==> src/rtl/iq_age_sched.sv <==
// Oldest-first issue scheduler for a small issue queue: tracks occupancy, operand
// readiness, FU class and relative age (age matrix), and picks one entry per cycle.
module iq_age_sched #(
    parameter  int DEPTH  = 4,
    parameter  int PREG_W = 7,
    parameter  int ROB_W  = 3,
    parameter  int NUM_FU = 8,
    localparam int IDX_W  = $clog2(DEPTH),
    localparam int FU_W   = $clog2(NUM_FU),
    localparam int OCC_W  = IDX_W + 1
) (
    input  logic                  clk,
    input  logic                  rst,
    input  logic                  alloc_valid,
    output logic                  alloc_ready,
    output logic [IDX_W-1:0]      alloc_idx,
    input  logic [FU_W-1:0]       alloc_fu_sel,
    input  logic [ROB_W-1:0]      alloc_rob_idx,
    input  logic [PREG_W-1:0]     alloc_prs1,
    input  logic [PREG_W-1:0]     alloc_prs2,
    input  logic                  alloc_rs1_rdy,
    input  logic                  alloc_rs2_rdy,
    input  logic                  wb_valid,
    input  logic [PREG_W-1:0]     wb_rd,
    input  logic [NUM_FU-1:0]     fu_ready,
    output logic                  issue_valid,
    input  logic                  issue_ready,
    output logic [IDX_W-1:0]      issue_idx,
    output logic [ROB_W-1:0]      issue_rob_idx,
    input  logic                  mispredict,
    input  logic [2**ROB_W-1:0]   flush_mask,
    output logic [OCC_W-1:0]      occupancy
);

    // Handshakes: a dispatch transfers when alloc_valid && alloc_ready, an issue
    // transfers when issue_valid && issue_ready; both commit at the same rising edge.
    // Neither ready/valid output depends on the partner's valid/ready input.

    logic [DEPTH-1:0]  r_valid;
    logic [DEPTH-1:0]  r_rs1_rdy;
    logic [DEPTH-1:0]  r_rs2_rdy;
    logic [PREG_W-1:0] r_prs1    [DEPTH];
    logic [PREG_W-1:0] r_prs2    [DEPTH];
    logic [FU_W-1:0]   r_fu_sel  [DEPTH];
    logic [ROB_W-1:0]  r_rob_idx [DEPTH];
    logic [DEPTH-1:0]  r_age     [DEPTH];

    logic [DEPTH-1:0]  w_wk1;
    logic [DEPTH-1:0]  w_wk2;
    logic              w_wk_a1;
    logic              w_wk_a2;
    logic [DEPTH-1:0]  w_req;
    logic [DEPTH-1:0]  w_grant;
    logic [IDX_W-1:0]  w_grant_idx;
    logic [IDX_W-1:0]  w_alloc_idx;
    logic              w_has_free;
    logic              w_alloc_fire;
    logic              w_issue_fire;
    logic [OCC_W-1:0]  w_occ;

    // Physical register 0 is hard-wired ready and must never act as a wakeup tag.
    function automatic logic wk(input logic v, input logic [PREG_W-1:0] rd,
                                input logic [PREG_W-1:0] p);
        return v && (rd == p) && (rd != '0);
    endfunction

    always_comb begin
        w_wk_a1 = wk(wb_valid, wb_rd, alloc_prs1);
        w_wk_a2 = wk(wb_valid, wb_rd, alloc_prs2);
        w_wk1   = '0;
        w_wk2   = '0;
        w_req   = '0;
        for (int i = 0; i < DEPTH; i++) begin
            w_wk1[i] = wk(wb_valid, wb_rd, r_prs1[i]);
            w_wk2[i] = wk(wb_valid, wb_rd, r_prs2[i]);
            w_req[i] = r_valid[i] && (r_rs1_rdy[i] || w_wk1[i])
                       && (r_rs2_rdy[i] || w_wk2[i]) && fu_ready[r_fu_sel[i]];
        end
    end

    // An entry wins unless some other requester is older than it.
    always_comb begin
        w_grant     = '0;
        w_grant_idx = '0;
        for (int i = 0; i < DEPTH; i++) begin
            w_grant[i] = w_req[i];
            for (int j = 0; j < DEPTH; j++) begin
                if (j != i && w_req[j] && r_age[j][i]) begin
                    w_grant[i] = 1'b0;
                end
            end
        end
        for (int i = 0; i < DEPTH; i++) begin
            if (w_grant[i]) begin
                w_grant_idx = IDX_W'(i);
            end
        end
    end

    always_comb begin
        w_alloc_idx = '0;
        w_has_free  = 1'b0;
        for (int i = DEPTH - 1; i >= 0; i--) begin
            if (!r_valid[i]) begin
                w_alloc_idx = IDX_W'(i);
                w_has_free  = 1'b1;
            end
        end
    end

    always_comb begin
        w_occ = '0;
        for (int i = 0; i < DEPTH; i++) begin
            w_occ = w_occ + OCC_W'(r_valid[i]);
        end
    end

    assign alloc_ready   = w_has_free && !mispredict;
    assign alloc_idx     = w_alloc_idx;
    assign issue_valid   = (|w_grant) && !mispredict;
    assign issue_idx     = issue_valid ? w_grant_idx : '0;
    assign issue_rob_idx = issue_valid ? r_rob_idx[w_grant_idx] : '0;
    assign occupancy     = w_occ;
    assign w_alloc_fire  = alloc_valid && alloc_ready;
    assign w_issue_fire  = issue_valid && issue_ready;

    always_ff @(posedge clk) begin
        if (!rst) begin
            r_valid   <= '0;
            r_rs1_rdy <= '0;
            r_rs2_rdy <= '0;
            for (int i = 0; i < DEPTH; i++) begin
                r_prs1[i]    <= '0;
                r_prs2[i]    <= '0;
                r_fu_sel[i]  <= '0;
                r_rob_idx[i] <= '0;
                r_age[i]     <= '0;
            end
        end else begin
            for (int i = 0; i < DEPTH; i++) begin
                if (r_valid[i] && w_wk1[i]) r_rs1_rdy[i] <= 1'b1;
                if (r_valid[i] && w_wk2[i]) r_rs2_rdy[i] <= 1'b1;
                if (mispredict && flush_mask[r_rob_idx[i]]) r_valid[i] <= 1'b0;
            end
            if (w_issue_fire) begin
                r_valid[w_grant_idx] <= 1'b0;
            end
            // The new entry is younger than everything currently resident.
            if (w_alloc_fire) begin
                r_valid[w_alloc_idx]   <= 1'b1;
                r_rs1_rdy[w_alloc_idx] <= alloc_rs1_rdy || w_wk_a1;
                r_rs2_rdy[w_alloc_idx] <= alloc_rs2_rdy || w_wk_a2;
                r_prs1[w_alloc_idx]    <= alloc_prs1;
                r_prs2[w_alloc_idx]    <= alloc_prs2;
                r_fu_sel[w_alloc_idx]  <= alloc_fu_sel;
                r_rob_idx[w_alloc_idx] <= alloc_rob_idx;
                r_age[w_alloc_idx]     <= '0;
                for (int j = 0; j < DEPTH; j++) begin
                    if (IDX_W'(j) != w_alloc_idx) begin
                        r_age[j][w_alloc_idx] <= r_valid[j];
                    end
                end
            end
        end
    end

endmodule

==> config.mk <==
export PLATFORM = sky130hd
export DESIGN_NAME = iq_age_sched
export DESIGN_NICKNAME = d
export VERILOG_FILES = /design/src/rtl/iq_age_sched.sv
export SDC_FILE = /design/constraint.sdc
export NUM_CORES = 1
export LEC_CHECK = 0
export ABC_AREA = 1
export CAP_MARGIN = 25
export CELL_PAD_IN_SITES_DETAIL_PLACEMENT = 1
export CELL_PAD_IN_SITES_GLOBAL_PLACEMENT = 2
export CORE_MARGIN = 2
export CORE_UTILIZATION = 31
export CTS_BUF_LIST = sky130_fd_sc_hd__clkbuf_8
export DETAILED_ROUTE_END_ITERATION = 6
export GPL_ROUTABILITY_DRIVEN = 1
export PLACE_DENSITY = 0.81
export SLEW_MARGIN = 20
export SYNTH_ARGS = -nofsm -noshare
export SYNTH_HDL_FRONTEND = slang
export SYNTH_SLANG_ARGS = --single-unit
==> constraint.sdc <==
create_clock -name clk -period 2.5 [get_ports clk]
set_input_delay 0.5 -clock clk [delete_from_list [all_inputs] [get_ports clk]]
set_output_delay 0.5 -clock clk [all_outputs]
set_load 0.02 [all_outputs]
# Word-level counts from Yosys, hierarchy flattened
# Memories as Yosys holds them, arrays and structs flattened.
# Cells that the tools add are included.
# totals
register_bits,12
ram_bits,96
input_bits,51
out_inout_bits,12
mem_count,5
# op_classes
add_sub_neg,3
order_cmp,12
eq_ne,13
muxes,124
bitwise,19
n_reduce_logical,80
# mem_list
memory,depth,word_bits,rd,rd_clocked_by_memory_dff,write_ports,line_no,text
r_prs1,4,7,4,0,4,42,logic [PREG_W-1:0] r_prs1 [DEPTH];
r_prs2,4,7,4,0,4,43,logic [PREG_W-1:0] r_prs2 [DEPTH];
r_age,4,4,4,0,5,46,logic [DEPTH-1:0] r_age [DEPTH];
r_fu_sel,4,3,4,0,4,44,logic [FU_W-1:0] r_fu_sel [DEPTH];
r_rob_idx,4,3,5,0,4,45,logic [ROB_W-1:0] r_rob_idx [DEPTH];
# ops
operator,n
$mux 1,87
$eq 7x7->1,10
$logic_and 1x1->1,62
$mux 4,9
$lt 3x4->1 const B,8
$bmux 1 s3,8
$mux 2,11
$or 1x1->1,16
$mux 7,2
$reduce_or 7->1,2
$logic_or 1x1->1,10
$mux 3,3
$bwmux 4,2
$reduce_bool 7->1,1
$lt 2x3->1 const B,2
$reduce_or 3->1,2
$and 4x4->4,1
$demux 1 s2,2
$ge 2x1->1 const B,2
$ne 2x2->1 const A,2
$not 4->4,1
$or 4x4->4,1
$reduce_or 4->1,1
$add 2x1->3,1
5 further kinds,5

# Longest topological paths before layout
# Gate-level depths: netlist of run 1.
# An unclocked memory read counts as a cell.
# depth
depth_word,25
depth_mapped,20

# Least setup slack after synthesis of run 1
# OpenSTA, ideal clock, no wires.
# synth_timing
path_kind,reg-to-reg
start,register r_valid[3]
end,memory r_fu_sel[1][0] (netlist bit) (enable)
arrival_ps,2407
t_required_ps,2075
slack_ps,-332
stages_incl_launch_ff,7
path_cell_list,dfxtp_1 buf_2 nand2_1 inv_1 a21oi_2 nand2_1 o21ai_0
# synth_lines
item,line_no,text
"start, declared",39,logic [DEPTH-1:0] r_valid;
"start signal, assigned",129,r_valid <= '0;
"start signal, assigned by index",143,if (mispredict && flush_mask[r_rob_idx[i]]) r_valid[i] <= 1'b0;
"start signal, assigned by index",146,r_valid[w_grant_idx] <= 1'b0;
"end, declared",44,

==> results of run 1 <==
==> routing by layer <==
| layer | part of all wire | vias to the layer above |
|---|---|---|
| met1 | 0.48 | 2892 |
| met2 | 0.47 | 121 |
| met4 | 0.0086 | 0 |
| met3 | 0.039 | 17 |
| met5 | 0 | - |
| li1 | - | 3017 |
==> Yosys cell counts, types with 3 or more instances <==
| cell type | count | area (um2) |
|---|---|---|
| a21oi_1 | 30 | 150 |
| a21oi_2 | 3 | 26.3 |
| buf_2 | 6 | 30.0 |
| buf_6 | 8 | 90.1 |
| clkbuf_1 | 11 | 41.3 |
| dfxtp_1 | 24 | 480 |
| edfxtp_1 | 80 | 2400 |
| ha_1 | 3 | 37.5 |
| inv_1 | 133 | 499 |
| inv_2 | 10 | 37.5 |
| nand2_1 | 206 | 773 |
| nand2_2 | 19 | 119 |
| nand2_4 | 6 | 67.6 |
| nand3_1 | 44 | 220 |
| nand3_2 | 5 | 50.1 |
| nand4_1 | 11 | 68.8 |
| nor2_1 | 122 | 458 |
| nor2_2 | 16 | 100 |
| nor3_1 | 22 | 110 |
| o211ai_1 | 10 | 75.1 |
| o21ai_0 | 32 | 160 |
| o21ai_1 | 3 | 15.0 |
| o22ai_1 | 6 | 37.5 |
| or2_1 | 3 | 18.8 |
| xnor2_1 | 6 | 52.6 |
| xor2_1 | 4 | 35.0 |
==> metrics by stage <==
step | utilization | hold slack (ns)
floorplan | - | 0.429
global placement | 0.389 | 0.452
detailed placement | 0.389 | 0.454
CTS | 0.416 | 0.473
global route | 0.424 | 0.491
finish | 0.424 | 0.472
==> area by class of cell <==
type	instances	area (um2)
clock inverter	5	47.5
inverter	148	581
tap	270	338
multi-input combinational	574	3080
sequential	104	2890
clock buffer	11	151
timing repair buffer	166	1520
fill	2515	11700
==> cells by family after synthesis <==
family                     after synthesis  share of synthesized area
and+or+nand+nor                        462                      0.323
AOI/OAI and AO/OA                       98                     0.0895
buffers and inverters                  175                      0.117
DFF                                    104                      0.448
xor gates and xnor gates                10                     0.0136
adders and majority gates                4                    0.00895
==> report_power, final <==
part | internal, uW | switching [uW] | leakage, uW
combinational | 279 | 393 | 0.00275
clock | 509 | 605 | 0.000112
sequential | 1930 | 53.4 | 0.00103
==> worst min path at each step <==
stage | startpoint | to | slack, ns | depth (start not counted)
6_report | r_age[3][2] | r_age[3][2] | 0.47 | 2
5_1_grt | r_age[3][0] | r_age[3][0] | 0.49 | 2
4_1_cts | r_age[3][0] | r_age[3][0] | 0.47 | 2
3_5_place_dp | r_age[3][0] | r_age[3][0] | 0.45 | 2
3_3_place_gp | r_age[3][2] | r_age[3][2] | 0.45 | 2
2_1_floorplan | r_age[1][3] | r_age[1][3] | 0.43 | 2
==> repair_timing <==
| action | in CTS | in global routing |
|---|---|---|
| pin swaps | 41 | 29 |
| cloned | 1 | 0 |
| endpoints found under the setup margin | 14 | 11 |
| setup buffers | 21 | 7 |
| resized for setup | 157 | 34 |
| endpoints found under the hold margin | 0 | 0 |
==> worst max-delay path: stages (launching register included) <==
cell and delay, ns:
edfxtp_1 0.49, xnor2_4 0.23, nand3_2 0.08, nor2_2 0.10, nand2_1 0.07, nand2_2 0.11, nand3_4 0.15, o21ai_4 0.18
nor2_4 0.08, nor2_4 0.18, nand2_4 0.09, o21ai_4 0.17, nor2_4 0.04, buf_6 0.13
==> state kept, by name, summed over array words and instances (netlist names) <==
name and flops:
r_prs2 28, r_age 12, r_rs1_rdy 4, r_rob_idx 12, r_valid 4, r_fu_sel 12
r_rs2_rdy 4, r_prs1 28
==> impl_metrics.json, run 1 <==
{
  "first_pass_iters": 5,
  "num_vias": 6047,
  "wire_per_inst_um": 17.2,
  "setup_tns_ns": -2.64,
  "cp.required_ns": 2.00,
  "cts_max_level": 3,
  "port_buffers": 62,
  "die_x_um": 148,
  "hp-class": "reg -> reg",
  "fin_nets": 1058,
  "cts_tree": "yes",
  "rrSetupSlack_ns": 0.18,
  "instances_no_fill": 1278,
  "drt_iter0_drc": 316,
  "worst_setup_path_start_kind": "register",
  "slew_violations": 0,
  "cap_violations": 0,
  "hold_viol": 0,
  "numCtsBuffers": 9,
  "critical_path.reg2reg.startpoint": "r_fu_sel[3][0]",
  "cts.clk_slew.worst_paths_ns": 0.11,
  "timing.final.crit_period_ns": 3.00,
  "grt_start_max_net_pins": 41,
  "final_common_cell": "nand2_1",
  "p_leak_uw": 0.00389,
  "fin_area_mm2": 0.00861,
  "grt_usage": 0.203,
  "total_power_uw": 3770,
  "viasPerCell": 4.73,
  "use_met3": 0.0213,
  "layout-drive-gt1-share": 0.259,
  "violations": "setup timing",
  "num_rows": 52,
  "most-common-layout-cells": "nand2_1, inv_1, nor2_1, buf_4, edfxtp_1",
  "area_growth_pct": 33.9,
  "path_max_fanout": 6,
  "die_area_mm2": 0.0219,
  "crit_type": "reg -> out",
  "p_per_area_mw_per_mm2": 437,
  "use_met1": 0.290,
  "status": "finished, violations left",
  "post-dp-hpwl_um": 16100,
  "gr-total-overflow": 0,
  "gp_congestion": 0.860,
  "ir_worst_vdd_mv": 0.288,
  "finalCritPeriodShare": 1.20,
  "synth-main-ff-cell": "edfxtp_1",
  "place_ws_ns": -1.37,
  "dieHeight_um": 148,
  "syn-num-nets": 908,
  "root_buffer": "clkbuf_8",
  "setup_viol": 6,
  "drtAntennaViolNets": 0,
  "start_util": 0.317,
  "synthCells": 853,
  "critPathLaunch": "r_prs2[0][0]",
  "syn_area_mm2": 0.00643,
  "yosysSeqAreaShare": 0.448,
  "totalWireLength_um": 22000,
  "io_pins": 63,
  "skew_ns": 0.0183,
  "crit_path_end": "issue_rob_idx[2]",
  "clk_path_buf_depth": 2,
  "met2_usage": 0.331,
  "tightest_slew_ns": 0.560,
  "place_area_mm2": 0.00789,
  "gr-max-usage-layer": "met2",
  "grt_pass1_vias": 6201,
  "rsz0062_at_grt": "true",
  "yosysWarnings": 0,
  "timing.rr.end": "r_valid[0]",
  "synth.avg_cell_area_um2": 7.54,
  "antenna_cells": 0,
  "fmax_mhz": 333,
  "dpl.cell_count": 1234,
  "slew_headroom": 0.626,
  "antenna_found_initial": 0,
  "grt_pass1_wl_um": 34400,
  "worstRegToRegCells": 19,
  "crit_path_end_kind": "output pin",
  "async_flop_share": 0,
  "clkSinkCount": 104,
  "synth_seq_cells": 104,
  "fin_ws_ns": -0.503,
  "cp.arrival_ns": 2.50,
  "clk_latency_ns": 0.38,
  "synth.distinct_cells": 49,
  "hold_buffers": 0,
  "drc_errors": 0,
  "synth_edf_count": 80,
  "core_area_mm2": 0.0203
}
No activity file was read; power rests on OpenSTA's default activity.
==> inputs of run 2 (changes only) <==
--- a/config.mk
+++ b/config.mk
@@ -14,6 +14,7 @@
 export CTS_BUF_LIST = sky130_fd_sc_hd__clkbuf_8
 export DETAILED_ROUTE_END_ITERATION = 6
 export GPL_ROUTABILITY_DRIVEN = 1
+export MAX_ROUTING_LAYER = met4
 export PLACE_DENSITY = 0.81
 export SLEW_MARGIN = 20
 export SYNTH_ARGS = -nofsm -noshare
==> run 2 against run 1 <==
The flow still finishes with violations (setup timing). Maximum frequency is 0.23% lower. First-iteration DRC count up 11%. Clock power hardly changed.
==> impl_metrics.json, run 2 (synthesis results as in run 1) <==
{
  "grt_start_max_net_pins": 41,
  "area_growth_pct": 33.9,
  "clk_latency_ns": 0.38,
  "cp_slowest_cell": "edfxtp_1",
  "slowest_delay_ns": 0.50,
  "total_power_uw": 3770,
  "fmax_mhz": 332,
  "clkSinkCount": 104,
  "timing.final.crit_period_ns": 3.01,
  "rsz0062_at_grt": "true",
  "fin_area_mm2": 0.00861,
  "die_x_um": 148,
  "die_area_mm2": 0.0219,
  "cts_tree": "yes",
  "antenna_found_initial": 0,
  "cap_violations": 0,
  "skew_ns": 0.0156,
  "start_util": 0.317,
  "slew_violations": 0,
  "cts.clk_slew.worst_paths_ns": 0.11,
  "fin_nets": 1058,
  "post-dp-hpwl_um": 16100,
  "num_rows": 52,
  "crit_path_end_kind": "output pin",
  "drc_errors": 0,
  "ir_worst_vdd_mv": 0.291,
  "cts_max_level": 3,
  "violations": "setup timing",
  "slew_headroom": 0.627,
  "cp_cell_sequence": "xnor2_4 > nand3_2 > nor2_2 > nand2_1 > nand2_2 > nand3_4 > o21ai_4 > nor2_4 > nor2_4 > nand2_4 > o21ai_4 > nor2_4 > buf_6",
  "finalCritPeriodShare": 1.20,
  "crit_type": "reg -> out",
  "status": "finished, violations left",
  "most-common-layout-cells": "nand2_1, inv_1, nor2_1, buf_4, edfxtp_1",
  "path_max_fanout": 6,
  "grt_pass1_wl_um": 34400,
  "pwr-share-comb": 0.178,
  "cp.arrival_ns": 2.51,
  "num_vias": 6023,
  "switching_power_uw": 1060,
  "drt_iter0_drc": 352,
  "numCtsBuffers": 9,
  "fillCellCount": 2514,
  "cp.required_ns": 2.00,
  "crit_path_frequent_cell": "nor2_4",
  "final_common_cell": "nand2_1",
  "p_leak_uw": 0.00389,
  "viasPerCell": 4.71,
  "gr-total-overflow": 0,
  "hold_buffers": 0,
  "grt_usage": 0.209,
  "gp_congestion": 0.875,
  "timing.hold.ws_ns": 0.472,
  "grt_pass1_vias": 6180,
  "p_sw_frac": 0.281,
  "root_buffer": "clkbuf_8",
  "setup_viol": 6,
  "fin_ws_ns": -0.509,
  "hold_viol": 0,
  "p_int_uw": 2710,
  "layout-drive-gt1-share": 0.260,
  "p_clk_frac": 0.297,
  "setup_tns_ns": -2.68,
  "hp-class": "reg -> reg",
  "totalWireLength_um": 21900,
  "core_area_mm2": 0.0203,
  "p_per_area_mw_per_mm2": 438,
  "tightest_slew_ns": 0.560,
  "worst_setup_path_start_kind": "register",
  "antenna_cells": 0,
  "wire_per_inst_um": 17.1,
  "port_buffers": 62,
  "power.share.sequential": 0.524,
  "top_regs": "r_prs1 x28, r_prs2 x28",
  "clk_path_buf_depth": 2,
  "first_pass_iters": 5,
  "drtAntennaViolNets": 0,
  "io_pins": 63,
  "dieHeight_um": 148,
  "place_area_mm2": 0.00789
}
-- run 2: changes by cell type in the layout (fill, tap and decap cells not counted) --
cell,change
nand2_1,-1
nand2_2,+1
-- run 2: layer usage --
layer	GRT usage	part of all wire
met4	0.0452	0.0076
met3	0.0207	0.041
met5	-	0
met2	0.331	0.47
met1	0.291	0.48
-- run 2: layout make-up --
type	instances	area, um2	share of cell area
Multi-Input combinational cell	574	3080	0.358
Clock buffer	11	151	0.0176
Tap cell	270	338	0.0392
Clock inverter	5	47.5	0.00552
Timing Repair Buffer	166	1520	0.177
Inverter	148	581	0.0674
Sequential cell	104	2890	0.336
-- run 2: repair_timing --
item	4_1_cts	5_1_grt
pin swaps	41	29
hold endpoints to repair	0	0
setup buffers	21	7
gates cloned	1	0
endpoints found under the setup margin	14	11
resized for setup	157	35
-- run 2: worst max-delay path: cells and delay by family, from the launching register on --
family | cells | cell delay [ns]
and+or+nand+nor | 9 | 0.90
AOI/OAI and AO/OA | 2 | 0.35
buffers and inverters | 1 | 0.13
DFF | 1 | 0.50
xor gates and xnor gates | 1 | 0.23
-- run 2: through the flow --
step                utilization  cells  worst slack, ns
floorplan                     -    853          -0.0421
global placement          0.389   1234            -1.35
detailed placement        0.389   1234            -1.37
CTS                       0.416   1271           -0.542
global route              0.424   1278           -0.665
finish                    0.424   1278           -0.509
-- run 2: power groups by stage --
| stage | Combinational (uW) | Clock [uW] | Sequential [uW] |
|---|---|---|---|
| final | 673 | 1120 | 1980 |
| after global routing | 743 | 1190 | 1990 |
| after CTS | 666 | 1130 | 1980 |
| after detailed placement | 635 | 0 | 2020 |
| after global placement | 629 | 0 | 2020 |
| after floorplan | 331 | 0 | 2000 |
-- run 2: worst paths after layout --
path,startpoint,end,slack (ns),cells after the start
min reg2reg,r_age[3][2],r_age[3][2],0.47,2
max reg2reg,r_fu_sel[3][0],r_valid[0],0.19,19
max,r_prs2[0][0],issue_rob_idx[2],-0.51,13
min,r_age[3][2],r_age[3][2],0.47,2
==> inputs of run 3 (changes only) <==
--- a/config.mk
+++ b/config.mk
@@ -5,15 +5,15 @@
 export SDC_FILE = /design/constraint.sdc
 export NUM_CORES = 1
 export LEC_CHECK = 0
-export ABC_AREA = 1
 export CAP_MARGIN = 25
 export CELL_PAD_IN_SITES_DETAIL_PLACEMENT = 1
 export CELL_PAD_IN_SITES_GLOBAL_PLACEMENT = 2
 export CORE_MARGIN = 2
-export CORE_UTILIZATION = 31
+export CORE_UTILIZATION = 35
 export CTS_BUF_LIST = sky130_fd_sc_hd__clkbuf_8
 export DETAILED_ROUTE_END_ITERATION = 6
 export GPL_ROUTABILITY_DRIVEN = 1
+export HOLD_SLACK_MARGIN = 0.06
 export MAX_ROUTING_LAYER = met4
 export PLACE_DENSITY = 0.81
 export SLEW_MARGIN = 20
==> run 3 against run 2 <==
The run still ends with setup timing left. Critical path type is now in -> out. Via count down 23%. Global-route usage up 1.1 points. Maximum frequency down 18%. Worst hold slack better by 0.033 ns. Non-clock buffer count down 12. Critical path depth up 1. Largest power group unchanged. Largest cell class unchanged.
==> impl_metrics.json, run 3 <==
{
  "slew_violations": 0,
  "synth_top_area_share": 0.419,
  "num_rows": 46,
  "instances_no_fill": 867,
  "grt_usage": 0.219,
  "multiInputGateArea_mm2": 0.00290,
  "syn-num-nets": 567,
  "totalWireLength_um": 18300,
  "grt_start_max_net_pins": 29,
  "yosysTopAreaCell": "edfxtp_1",
  "rsz0062_at_grt": "true",
  "fmax_mhz": 274,
  "drc_errors": 0,
  "cts_tree": "yes",
  "setup_viol": 11,
  "synthTopCellsByArea": "edfxtp_1, xnor2_1, dfxtp_1, and3_1, mux4_2",
  "gr-total-overflow": 0,
  "final_common_cell": "edfxtp_1",
  "dpl.cell_count": 831,
  "fin_area_mm2": 0.00773,
  "root_buffer": "clkbuf_8",
  "violations": "setup timing",
  "synth.distinct_cells": 52,
  "num_vias": 4647,
  "synth_common_cells": "edfxtp_1, and3_1, xnor2_1, nor2_1, dfxtp_1",
  "rrSetupSlack_ns": -0.37,
  "synthCells": 512,
  "hold_viol": 0,
  "area_growth_pct": 34.8,
  "synth_edf_count": 80,
  "viasPerCell": 5.36,
  "crit_type": "in -> out",
  "tightest_slew_ns": 0.637,
  "gp_congestion": 0.880,
  "seq_area_mm2": 0.00289,
  "die_x_um": 132,
  "cp.required_ns": 2.00,
  "cts_max_level": 3,
  "place_area_mm2": 0.00721,
  "antenna_cells": 0,
  "most-common-layout-cells": "edfxtp_1, buf_4, and3_1, xnor2_1, clkdlybuf4s50_1",
  "fin_nets": 702,
  "status": "finished, violations left",
  "top_regs": "r_prs1 x28, r_prs2 x28",
  "cts.clk_slew.worst_paths_ns": 0.10,
  "synth_seq_cells": 104,
  "dieHeight_um": 132,
  "drtAntennaViolNets": 0,
  "grt_pass1_vias": 5024,
  "crit_path_end_kind": "output pin",
  "p_leak_uw": 0.00299,
  "fin_ws_ns": -1.15,
  "start_util": 0.360,
  "worst_setup_path_start_kind": "primary input",
  "wire_per_inst_um": 21.1,
  "ir_worst_vdd_mv": 0.290,
  "drt_iter0_drc": 203,
  "numCtsBuffers": 9,
  "clk_latency_ns": 0.38,
  "layout-drive-gt1-share": 0.284,
  "synth_most_common_cell": "edfxtp_1",
  "timing.hold.ws_ns": 0.505,
  "p_per_area_mw_per_mm2": 462,
  "grt_pass1_wl_um": 28400,
  "cp.arrival_ns": 3.15,
  "core_area_mm2": 0.0159,
  "synth-main-ff-cell": "edfxtp_1",
  "first_pass_iters": 4,
  "async_flop_share": 0,
  "synth.avg_cell_area_um2": 11.2,
  "hold_buffers": 0,
  "clkSinkCount": 104,
  "yosysSeqAreaShare": 0.503,
  "post-dp-hpwl_um": 13100,
  "syn_area_mm2": 0.00574,
  "yosysWarnings": 0,
  "io_pins": 63,
  "hp-class": "reg -> reg",
  "fillCellCount": 1734,
  "die_area_mm2": 0.0174,
  "finalCritPeriodShare": 1.46,
  "path_max_fanout": 8,
  "timing.final.crit_period_ns": 3.65,
  "cap_violations": 0,
  "slew_headroom": 0.573,
  "port_buffers": 62,
  "skew_ns": 0.0129,
  "antenna_found_initial": 0,
  "clk_path_buf_depth": 2
}
-- run 3: cell count changes in the layout (fill, tap and decap cells not counted), sizes merged, moves of 7 or more --
cell	change
nand3	-38
and3	+64
mux4	+15
o21ai	-30
a21oi	-12
buf	-15
o211ai	-9
xor2	+10
inv	-125
xnor2	+50
nand2	-212
nor2	-116
and2	+22
o31ai	+7
-- run 3: metrics by stage --
step / TNS, ns / total power (uW) / worst slack, ns / util
after CTS: -7.12 / 3600 / -1.20 / 0.479
after global routing: -8.29 / 3710 / -1.23 / 0.485
final: -7.31 / 3570 / -1.15 / 0.485
after floorplan: -4.47 / 2310 / -0.816 / -
after detailed placement: -17.25 / 2620 / -2.01 / 0.452
after global placement: -14.86 / 2600 / -1.91 / 0.452
-- run 3: cells by family (layout without fill, tap and decap cells) --
kind of cell,count (synthesis),in the layout,share of synthesized area
buffers and inverters,52,191,0.0362
AOI/OAI and AO/OA,68,68,0.0849
and+or+nand+nor,192,192,0.187
adders and majority gates,4,4,0.0100
muxes,22,22,0.0720
xor gates and xnor gates,70,70,0.107
DFF,104,104,0.503
-- run 3: routing by layer --
metal  GRT usage  routed length, um
met5           -                  0
met1       0.261               7770
met2       0.380               9450
met4      0.0688                306
met3      0.0373                736
-- run 3: repair_timing --
| action | in CTS | in global routing |
|---|---|---|
| resized for setup | 122 | 21 |
| setup buffers | 15 | 10 |
| setup endpoints to repair | 15 | 13 |
| pin swaps | 20 | 20 |
-- run 3: area by class of cell --
class	instances	share of cell area
clock buffers	9	0.0160
inverters	22	0.0110
multi-input cells	356	0.375
flip-flops and latches	104	0.373
clock inverters	6	0.00583
well taps	216	0.0350
repair buffers	154	0.183
-- run 3: final timing paths --
path                              startpoint               end  depth (start not counted)
worst max register to register  r_prs2[3][4]        r_valid[1]                         13
worst min register to register   r_age[0][3]       r_age[0][3]                          2
worst min-delay path             r_age[0][3]       r_age[0][3]                          2
worst max-delay path                wb_rd[4]  issue_rob_idx[0]                         14
-- run 3: worst max-delay path, cell delays in order --
cell,delay (ns)
buf_6,0.09
or4_4,0.55
o41ai_4,0.28
clkbuf_16,0.22
buf_6,0.10
o31a_1,0.20
or4b_1,0.13
nand4_1,0.14
buf_4,0.18
buf_6,0.13
o21a_1,0.22
a21oi_4,0.16
o21a_2,0.14
buf_6,0.11
-- run 3: report_power, final --
| part | total (uW) | leakage (uW) | switching [uW] | internal, uW |
|---|---|---|---|---|
| registers | 1980 | 0.00103 | 44.3 | 1930 |
| clock network | 972 | 0.0000777 | 612 | 360 |
| logic | 625 | 0.00188 | 319 | 306 |
| total | 3570 | 0.00299 | 975 | 2600 |
